$ cat src/rtl/pos_decoder_3to8_pkg.sv
// ---------------------------------------------------------------------------
// pos_decoder_3to8_pkg
// Shared constants and types for the position-to-bitmask decoder.
//   WORD_W  : width of the reconstructed bitmask word
//   POS_W   : width of a bit-position beat (0 = MSB)
//   CNT_W   : width of the set-bit count (must hold 0..WORD_W)
//   state_t : two-state control type (accumulating / output stage full)
//   popcount: number of set bits in a word
// ---------------------------------------------------------------------------
package pos_decoder_3to8_pkg;

  localparam int WORD_W = 8;
  localparam int POS_W  = 3;
  localparam int CNT_W  = 4;

  // ST_ACCUM: a word is being gathered (or nothing is in flight).
  // ST_FULL : the output stage holds a finished word awaiting handshake.
  typedef enum logic {
    ST_ACCUM = 1'b0,
    ST_FULL  = 1'b1
  } state_t;

  // Counts the ones in a word; the count width covers the all-ones case.
  function automatic logic [CNT_W-1:0] popcount(input logic [WORD_W-1:0] v);
    logic [CNT_W-1:0] c;
    c = '0;
    for (int i = 0; i < WORD_W; i++) begin
      c = c + CNT_W'(v[i]);
    end
    return c;
  endfunction

endpackage

$ cat src/rtl/pos_decoder_3to8_onehot.sv
// ---------------------------------------------------------------------------
// onehot_decoder_3to8
// Combinational MSB-first position decoder.
//   i_pos    : bit position, 0 selects bit 7, 7 selects bit 0
//   i_en     : when low the output is all zeros
//   o_onehot : one-hot word with bit (7 - i_pos) set when enabled
// ---------------------------------------------------------------------------
module onehot_decoder_3to8
  import pos_decoder_3to8_pkg::*;
(
  input  logic [POS_W-1:0]  i_pos,
  input  logic              i_en,
  output logic [WORD_W-1:0] o_onehot
);

  // Positions count from the MSB, so the target index is mirrored.
  always_comb begin
    o_onehot = '0;
    if (i_en) begin
      o_onehot[POS_W'(WORD_W - 1) - i_pos] = 1'b1;
    end
  end

endmodule

$ cat src/rtl/pos_decoder_3to8.sv
// ---------------------------------------------------------------------------
// pos_decoder_3to8
// Rebuilds an 8-bit bitmask from a stream of MSB-first bit-position beats.
// Positions within a word must strictly ascend; violations (or a zero-word
// marker arriving after positions) flag the word with out_err.
//   clk, reset   : rising-edge clock, asynchronous active-high reset
//   in_valid     : position beat present
//   in_ready     : beat accepted when in_valid && in_ready
//   in_pos       : bit position, 0 = bit 7 ... 7 = bit 0
//   in_zero      : beat marks an all-zero word (implies last, pos ignored)
//   in_last      : final position beat of the word
//   out_valid    : reconstructed word available
//   out_ready    : downstream accepts word when out_valid && out_ready
//   out_bitmask  : reconstructed word
//   out_count    : number of set bits in out_bitmask
//   out_err      : word broke ordering / zero rules
// ---------------------------------------------------------------------------
module pos_decoder_3to8
  import pos_decoder_3to8_pkg::*;
(
  input  logic              clk,
  input  logic              reset,
  input  logic              in_valid,
  output logic              in_ready,
  input  logic [POS_W-1:0]  in_pos,
  input  logic              in_zero,
  input  logic              in_last,
  output logic              out_valid,
  input  logic              out_ready,
  output logic [WORD_W-1:0] out_bitmask,
  output logic [CNT_W-1:0]  out_count,
  output logic              out_err
);

  state_t              r_state;
  logic [WORD_W-1:0]   r_acc;
  logic                r_err;
  logic [POS_W-1:0]    r_lastPos;
  logic                r_first;
  logic [WORD_W-1:0]   r_outBitmask;
  logic [CNT_W-1:0]    r_outCount;
  logic                r_outErr;

  logic [WORD_W-1:0]   w_decoded;
  logic                w_accept;
  logic                w_complete;
  logic                w_orderErr;
  logic                w_zeroErr;
  logic [WORD_W-1:0]   w_word;
  logic                w_wordErr;

  // A zero-word beat carries no position, so the decoder is gated off.
  onehot_decoder_3to8 u_decoder (
    .i_pos    (in_pos),
    .i_en     (!in_zero),
    .o_onehot (w_decoded)
  );

  assign out_valid   = (r_state == ST_FULL);
  assign in_ready    = !out_valid || out_ready;
  assign out_bitmask = r_outBitmask;
  assign out_count   = r_outCount;
  assign out_err     = r_outErr;

  assign w_accept   = in_valid && in_ready;
  assign w_complete = w_accept && (in_last || in_zero);

  // The first beat of a word has no predecessor to compare against.
  assign w_orderErr = !in_zero && !r_first && (in_pos <= r_lastPos);
  assign w_zeroErr  = in_zero && (r_acc != '0);
  assign w_word     = in_zero ? r_acc : (r_acc | w_decoded);
  assign w_wordErr  = r_err || w_orderErr || w_zeroErr;

  // A completing beat moves the word to the output stage and resets the
  // accumulator in the same edge; a simultaneous output handshake is
  // covered because in_ready was already high, so the stage just reloads.
  always_ff @(posedge clk or posedge reset) begin
    if (reset) begin
      r_state      <= ST_ACCUM;
      r_acc        <= '0;
      r_err        <= 1'b0;
      r_lastPos    <= '0;
      r_first      <= 1'b1;
      r_outBitmask <= '0;
      r_outCount   <= '0;
      r_outErr     <= 1'b0;
    end else begin
      if (w_complete) begin
        r_outBitmask <= w_word;
        r_outCount   <= popcount(w_word);
        r_outErr     <= w_wordErr;
        r_state      <= ST_FULL;
        r_acc        <= '0;
        r_err        <= 1'b0;
        r_lastPos    <= '0;
        r_first      <= 1'b1;
      end else begin
        if (w_accept) begin
          r_acc     <= w_word;
          r_err     <= w_wordErr;
          r_lastPos <= in_pos;
          r_first   <= 1'b0;
        end
        if (out_valid && out_ready) begin
          r_state <= ST_ACCUM;
        end
      end
    end
  end

endmodule

$ cat config.mk
export PLATFORM = sky130hd
export DESIGN_NAME = pos_decoder_3to8
export DESIGN_NICKNAME = d
export VERILOG_FILES = /design/src/rtl/pos_decoder_3to8_pkg.sv /design/src/rtl/pos_decoder_3to8_onehot.sv /design/src/rtl/pos_decoder_3to8.sv
export SDC_FILE = /design/constraint.sdc
export NUM_CORES = 1
export LEC_CHECK = 0
export BUFFER_PORTS_ARGS = -buffer_cell sky130_fd_sc_hd__clkbuf_2
export CAP_MARGIN = 30
export CELL_PAD_IN_SITES_DETAIL_PLACEMENT = 1
export CELL_PAD_IN_SITES_GLOBAL_PLACEMENT = 2
export CORE_MARGIN = 8
export CORE_UTILIZATION = 34
export DETAILED_ROUTE_END_ITERATION = 16
export GPL_TIMING_DRIVEN = 1
export PLACE_DENSITY_LB_ADDON = 0.1
export SLEW_MARGIN = 20
export SYNTH_ARGS = -nofsm -noshare
export SYNTH_HDL_FRONTEND = slang
export SYNTH_SLANG_ARGS = --single-unit
export TNS_END_PERCENT = 100
$ cat constraint.sdc
create_clock -name clk -period 4.6 [get_ports clk]
set_clock_uncertainty 0.05 [all_clocks]
set_input_delay 0.23 -clock clk [delete_from_list [all_inputs] [get_ports clk]]
set_output_delay 0.23 -clock clk [all_outputs]
set_load 0.005 [all_outputs]
==> impl_metrics.toml, run 1 <==
[yosys]
synth_area_sq_mm = 0.00143
synth-main-ff-cell = "dfrtp_1"
synthArstFlopShare = 1.00
synth_edf_count = 0
ys_warn_count = 0
synth_nets = 161
yosysTopAreaCell = "dfrtp_1"
synth_top_area_frac = 0.456
ys_seq_elements = 27
netlist_top_cells_area = "dfrtp_1, nand2_1, o21ai_2, fa_1, a21oi_1"
yosysSeqAreaShare = 0.475
avgSynthCellArea_sq_um = 10.0
synth_cell_types = 31
synth_common_cells = "dfrtp_1, nand2_1, inv_1"
synth.most_common_cell = "dfrtp_1"
synthCells = 142

[finish]
multi_input_area_sq_um = 648
regArea_sq_um = 677
fin_area_sq_mm = 0.00165
nFillCells = 470
antenna_cells = 0
drive_gt1_frac = 0.275
syn2layout_area_growth_pct = 15.6
nNetsFinal = 187

[timing]
finalSetupViolations = 0
period_minus_slack_ns = 3.53
tns_ns = 0
worst_pin_slew_ns = 0.524
maxSlewViolCount = 0
fmax_ghz = 0.283
period_share = 0.767
slew_headroom = 0.650
hold_viol_final = 0
grt_setup_unrepaired = "no"

[clock_network]
cts-resized-gates = 0
clkSlewWorstSetupHoldPaths_ns = 0.10
htree_levels = 1
root_buffer = "clkbuf_8"
cts_buffers = 3
clock_sinks = 27
cts_tree = "done"
cts_max_path_buffers = 2
hold_buffers = 1
cts_setup_buffers = 0
clock_latency_ns = 0.28

[placed_design]
portBuffers = 23
place.gp.congestion = 0.711
post-dp-hpwl_um = 2670
placed_area_sq_mm = 0.00159

[worst_setup_path]
startpoint_type = "flop"
critical_path_class = "reg -> reg"
crit_fanout = 3
r2r_start = "r_acc[0]$_DFFE_PP0P_"
path_buf_inv = 4
r2r_end = "out_count[2]$_DFFE_PP0P_"
rr_worst_depth = 12
worst_ep_required_time_ns = 4.71
crit_family = "adder cells"
cp.arrival_ns = 3.64
critPathSlowestCell = "fa_1"
end_kind = "flop"
cp_cell_sequence = "a31oi_1, inv_1, fa_1, fa_1, inv_1, fa_1, inv_1, ha_1, inv_1, fa_1, xor2_1, o21ai_2"
path_depth = 12
crit_path_end = "out_count[2]$_DFFE_PP0P_"
cp_slowest_stage_delay_ns = 0.52
crit_path_start = "r_acc[0]$_DFFE_PP0P_"
regToRegSetupSlack_ns = 1.07

[floorplan]
start_util = 0.354
rows = 23
die_x_um = 80.8
die_h_um = 80.8
ios = 24
die-area_sq_mm = 0.00652
core_area_sq_mm = 0.00403

[power]
ir_drop_v = 0.000112
power_density_mw_per_mm2 = 298
p_leak_uw = 0.000839

[global_route]
antenna_found_initial = 0
grt_overflow_total = 0
grt_start_max_net_pins = 27
grt_usage = 0.118
grt_first_pass_wirelength_um = 5930
grt_pass1_vias = 1172

[route]
drc = 0
vias = 1070
ant_nets = 0
wire_per_inst_um = 16.0
vias_per_cell = 4.93
drt-initial-drc-count = 58
routed_wl_um = 3460
firstDrtPassIters = 4

[min_path]
hold_class = "in -> reg"

[status]
status = "completed"

[flow_run]
cap_violations = 0
-- layout make-up --
| class | instances | area share |
|---|---|---|
| Sequential cell | 27 | 0.410 |
| Multi-Input combinational cell | 94 | 0.393 |
| Timing Repair Buffer | 25 | 0.0926 |
| Inverter | 17 | 0.0387 |
| Tap cell | 50 | 0.0379 |
| Clock buffer | 4 | 0.0273 |
-- flip-flops by register name (all words and copies together) (netlist names) --
register / cells
r_lastPos: 3
out_err: 1
out_count: 4
out_valid: 1
r_first: 1
out_bitmask: 8
r_acc: 8
r_err: 1
-- routing by layer --
layer	up-vias	track usage	part of all wire
li1	520	-	-
met1	526	0.157	0.47
met2	20	0.184	0.46
met3	4	0.0232	0.051
met4	0	0.0482	0.014
met5	-	0	0
-- cells in the final DEF, fill, tap and decap left out, types with 4 or more instances in the layout --
cell and count:
dfrtp_1 26, nand2_1 24, clkbuf_2 23, inv_1 17, a21oi_1 15, o21ai_2 10, ha_1 6, nor2_1 5
fa_1 4
-- stage by stage --
| step | cells | util | power, uW | setup WS, ns | hold slack (ns) |
|---|---|---|---|---|---|
| global placement | 211 | 0.389 | 350 | 1.02 | 0.398 |
| detailed placement | 212 | 0.396 | 358 | 0.938 | 0.227 |
| CTS | 217 | 0.409 | 498 | 1.07 | 0.115 |
| finish | 217 | 0.409 | 492 | 1.07 | 0.117 |
| global route | 217 | 0.409 | 524 | 0.876 | 0.117 |
| floorplan | 142 | - | 323 | 1.39 | 0.232 |
-- kinds of logic (layout without fill, tap and decap cells) --
group / after synthesis / count (layout) / synth area share
AO/OA/AOI/OAI: 38 / 38 / 0.173
flip-flops: 27 / 27 / 0.475
adder cells (fa/ha/maj): 10 / 10 / 0.109
multiplexers: 1 / 1 / 0.0105
buffers and inverters: 21 / 46 / 0.0710
XOR/XNOR: 1 / 1 / 0.00614
AND/OR/NAND/NOR: 44 / 44 / 0.156
-- report_power, final --
| part | switching [uW] | internal [uW] | total, uW |
|---|---|---|---|
| logic | 53.0 | 36.2 | 89.2 |
| clock network | 78.4 | 62.2 | 141 |
| registers | 9.35 | 253 | 262 |
-- how the worst min path moves through the flow --
stage,startpoint,end,slack (ns),cells past startpoint
3_3_place_gp,in_last,r_lastPos[0]$_DFFE_PP0P_,0.40,2
5_1_grt,in_last,r_lastPos[0]$_DFFE_PP0P_,0.12,2
2_1_floorplan,reset,out_bitmask[0]$_DFFE_PP0P_,0.23,1
6_report,in_last,r_lastPos[0]$_DFFE_PP0P_,0.12,2
4_1_cts,in_last,r_lastPos[0]$_DFFE_PP0P_,0.11,2
3_5_place_dp,reset,r_err$_DFFE_PP0P_,0.23,2
(Power assumes the default switching activity.)
==> inputs of run 2 (changes only) <==
Clock period 4.6 ns to 3.5 ns, I/O delays scaled along.
==> impl_metrics.toml, run 2 (synthesis gave the netlist of run 1 again) <==
[global_route]
grt_first_pass_wirelength_um = 5790
grt_start_max_net_pins = 27
grt_overflow_total = 0
grt_usage = 0.114
grt_pass1_vias = 1151
antenna_found_initial = 0

[worst_setup_path]
end_kind = "flop"
regToRegSetupSlack_ns = 0.26
crit_fanout = 3
rr_worst_depth = 12
r2r_end = "out_count[2]$_DFFE_PP0P_"
crit_path_end = "out_count[2]$_DFFE_PP0P_"
critical_path_class = "reg -> reg"
cp.arrival_ns = 3.34
startpoint_type = "flop"
crit_path_start = "r_acc[0]$_DFFE_PP0P_"
worst_ep_required_time_ns = 3.60
r2r_start = "r_acc[0]$_DFFE_PP0P_"

[timing]
period_share = 0.925
worst_pin_slew_ns = 0.463
period_minus_slack_ns = 3.24
slew_headroom = 0.691
grt_setup_unrepaired = "no"
hold_viol_final = 0
finalSetupViolations = 0
fmax_ghz = 0.309
maxSlewViolCount = 0
tns_ns = 0

[clock_network]
root_buffer = "clkbuf_8"
cts_setup_buffers = 0
clkSlewWorstSetupHoldPaths_ns = 0.10
cts_buffers = 3
clock_sinks = 27
cts_tree = "done"
cts_max_path_buffers = 2
htree_levels = 1
clock_latency_ns = 0.27

[floorplan]
die-area_sq_mm = 0.00652
ios = 24
core_area_sq_mm = 0.00403
start_util = 0.354
die_x_um = 80.8
die_h_um = 80.8
rows = 23

[route]
top_layer = "met4"
wl_met1_um = 1610
drc = 0
firstDrtPassIters = 4
wl_met3_um = 185
routed_wl_um = 3440
ant_nets = 0
wl_met2_um = 1630
vias_per_cell = 4.94
drt-initial-drc-count = 47
wire_per_inst_um = 15.6
vias = 1086

[status]
status = "completed"

[finish]
nFillCells = 485
nNetsFinal = 190
finalNonFillerCells = 220
final_util = 0.418
drive_gt1_frac = 0.312
syn2layout_area_growth_pct = 18.2
fin_area_sq_mm = 0.00169
final_common_cell = "dfrtp_1"
antenna_cells = 0
final_cell_mix = "dfrtp_1, nand2_1, clkbuf_2"

[power]
ir_drop_v = 0.000190
p_leak_uw = 0.000853
power_density_mw_per_mm2 = 379

[placed_design]
placed_area_sq_mm = 0.00160
portBuffers = 23
dp.cells = 215
post-dp-hpwl_um = 2680
place.gp.congestion = 0.757

[min_path]
hold_class = "in -> reg"

[flow_run]
cap_violations = 0
run 2: cell count changes in the layout (fill, tap and decap cells not counted), sizes merged:
cell	change
clkbuf	-1
buf	+3
clkinv	+1
run 2: per-stage QoR:
step	hold slack, ns	worst slack [ns]	total power, uW
3_3_place_gp	0.347	0.154	461
4_1_cts	0.0557	0.148	654
5_1_grt	0.0574	0.0324	683
6_report	0.0646	0.261	638
2_1_floorplan	0.177	0.314	424
3_5_place_dp	0.127	0.110	470
run 2: power breakdown:
group / switching [uW] / total (uW) / internal [uW] / leakage [uW]
sequential: 11.2 / 343 / 332 / 0.000364
clock: 96.4 / 176 / 79.8 / 0.0000255
combinational: 70.6 / 119 / 48.2 / 0.000464
run 2: worst min-delay path by stage:
stage	startpoint	end	slack, ns	cells after the start
6_report	in_last	r_lastPos[0]$_DFFE_PP0P_	0.06	2
3_5_place_dp	reset	out_valid$_DFFE_PP0P_	0.13	2
2_1_floorplan	reset	out_bitmask[0]$_DFFE_PP0P_	0.18	1
5_1_grt	in_last	r_lastPos[0]$_DFFE_PP0P_	0.06	2
3_3_place_gp	in_last	r_lastPos[0]$_DFFE_PP0P_	0.35	2
4_1_cts	in_last	r_lastPos[0]$_DFFE_PP0P_	0.06	2
run 2: final cells by class:
| class | instances | area, sq um | share of cell area |
|---|---|---|---|
| timing repair buffer | 28 | 163 | 0.0965 |
| multi-input combinational | 94 | 673 | 0.399 |
| inverter | 17 | 63.8 | 0.0379 |
| tap | 50 | 62.6 | 0.0371 |
| sequential | 27 | 677 | 0.402 |
| clock buffer | 3 | 41.3 | 0.0245 |
| clock inverter | 1 | 5.00 | 0.00297 |
run 2: worst max-delay path: stages (launching register included):
cell and delay (ns):
dfrtp_1 0.41, a31oi_2 0.19, inv_1 0.09, fa_1 0.50, fa_1 0.52, inv_1 0.05, fa_1 0.44, inv_1 0.07
ha_1 0.15, inv_1 0.05, fa_1 0.37, xor2_1 0.18, o21ai_2 0.06
run 2: timing repair:
item                                    in CTS  in global routing
endpoints found under the setup margin       0                  2
resized for setup                            0                  4
hold buffers                                 1                  0
hold endpoints to repair                     8                  0
run 2: routing by layer:
layer,GRT usage,vias to the layer above
met3,0.0353,2
met4,0.0286,0
met5,0,-
li1,-,526
met2,0.176,18
met1,0.151,540
==> inputs of run 3 (changes only) <==
Settings changed: REMOVE_ABC_BUFFERS set to 1, SETUP_SLACK_MARGIN set to 0.05.
==> impl_metrics.toml, run 3 (synthesis gave the netlist of run 1 again) <==
[route]
drc = 0
routed_wl_um = 3390
vias = 1089
vias_per_cell = 4.95
drt-initial-drc-count = 24
firstDrtPassIters = 4
ant_nets = 0
wire_per_inst_um = 15.4

[power]
comb_power_share = 0.184
p_int_uw = 463
power_density_mw_per_mm2 = 382
p_leak_uw = 0.000852
clock_power_share = 0.280
swShare = 0.277
ir_drop_v = 0.000169
pwr-share-seq = 0.535
switchingPower_uw = 177

[finish]
final_cell_mix = "dfrtp_1, nand2_1, clkbuf_2"
final_common_cell = "dfrtp_1"
nNetsFinal = 190
antenna_cells = 0
syn2layout_area_growth_pct = 17.6
final_util = 0.416
drive_gt1_frac = 0.294

[worst_setup_path]
cp_slowest_stage_delay_ns = 0.52
critical_path_class = "reg -> reg"
crit_fanout = 3
startpoint_type = "flop"
cp_cell_sequence = "a31oi_2, inv_1, fa_1, fa_1, inv_1, fa_1, inv_1, ha_1, inv_1, fa_1, xor2_1, o21ai_2"
worst_ep_required_time_ns = 3.61
cp.arrival_ns = 3.39
critPathSlowestCell = "fa_1"
end_kind = "flop"

[flow_run]
cap_violations = 0

[floorplan]
die_x_um = 80.8
start_util = 0.354
die_h_um = 80.8
rows = 23
core_area_sq_mm = 0.00403
ios = 24
die-area_sq_mm = 0.00652

[global_route]
grt_overflow_total = 0
grt_pass1_vias = 1156
antenna_found_initial = 0
grt_first_pass_wirelength_um = 5580
grt_usage = 0.110
grt_start_max_net_pins = 27

[timing]
fmax_ghz = 0.305
hold_slack_ns = 0.0526
period_share = 0.936
tns_ns = 0
maxSlewViolCount = 0
period_minus_slack_ns = 3.28
grt_setup_unrepaired = "no"
finalSetupViolations = 0
hold_viol_final = 0
slew_headroom = 0.582
worst_pin_slew_ns = 0.626

[clock_network]
root_buffer = "clkbuf_8"
cts_max_path_buffers = 2
clock_latency_ns = 0.27
cts_setup_buffers = 0
cts_tree = "done"
htree_levels = 1
cts_buffers = 3
clock_sinks = 27
clkSlewWorstSetupHoldPaths_ns = 0.09

[status]
status = "completed"

[placed_design]
post-dp-hpwl_um = 2680
place.gp.congestion = 0.762
portBuffers = 23

[min_path]
hold_class = "in -> reg"
-- run 3: critical path, delay by kind of cell (launching register included) --
kind                       cells  cell delay (ns)
buffers and inverters          4             0.26
adders and majority gates      5             2.02
xor gates and xnor gates       1             0.18
AOI/OAI and AO/OA              2             0.25
DFF                            1             0.42
-- run 3: repair_timing --
item                                    CTS  global route
endpoints found under the setup margin    0             1
resized for setup                         0             1
endpoints found under the hold margin    11             0
hold buffers                              1             0
-- run 3: through the flow --
stage	instance area [sq um]	power, uW	std cells	setup WS (ns)
detailed placement	1620	470	215	0.0881
global route	1680	677	220	0.0892
global placement	1590	461	214	0.129
finish	1680	640	220	0.223
floorplan	1390	417	138	0.303
CTS	1670	656	220	0.161
-- run 3: final cells by class --
| cell class | instances | area, sq um |
|---|---|---|
| clock buffers | 4 | 45.0 |
| multi-input cells | 94 | 654 |
| repair buffers | 28 | 175 |
| inverters | 17 | 63.8 |
| well taps | 50 | 62.6 |
| flip-flops and latches | 27 | 677 |
| fillers | 484 | 2350 |
-- run 3: worst paths after layout --
check	start	to	slack [ns]	depth (start not counted)
setup / recovery	r_acc[0]$_DFFE_PP0P_	out_count[2]$_DFFE_PP0P_	0.22	12
hold / removal	in_last	r_lastPos[0]$_DFFE_PP0P_	0.05	2
setup reg to reg	r_acc[0]$_DFFE_PP0P_	out_count[2]$_DFFE_PP0P_	0.22	12
hold reg to reg	r_first$_DFFE_PP1P_	r_first$_DFFE_PP1P_	0.42	2
max in group asynchronous	reset	out_bitmask[0]$_DFFE_PP0P_	2.46	4
min in group asynchronous	reset	out_valid$_DFFE_PP0P_	0.44	3
-- run 3: per-layer routing --
metal,track usage,part of all wire
met4,0.0375,0.014
met5,0,0
met2,0.179,0.49
met3,0.0221,0.028
met1,0.141,0.47
-- run 3: power groups by stage --
stage	Sequential (uW)	Clock [uW]	Combinational, uW
2_1_floorplan	350	0	67.7
3_3_place_gp	349	0	112
3_5_place_dp	349	0	121
4_1_cts	343	190	122
5_1_grt	346	198	134
6_report	343	179	118
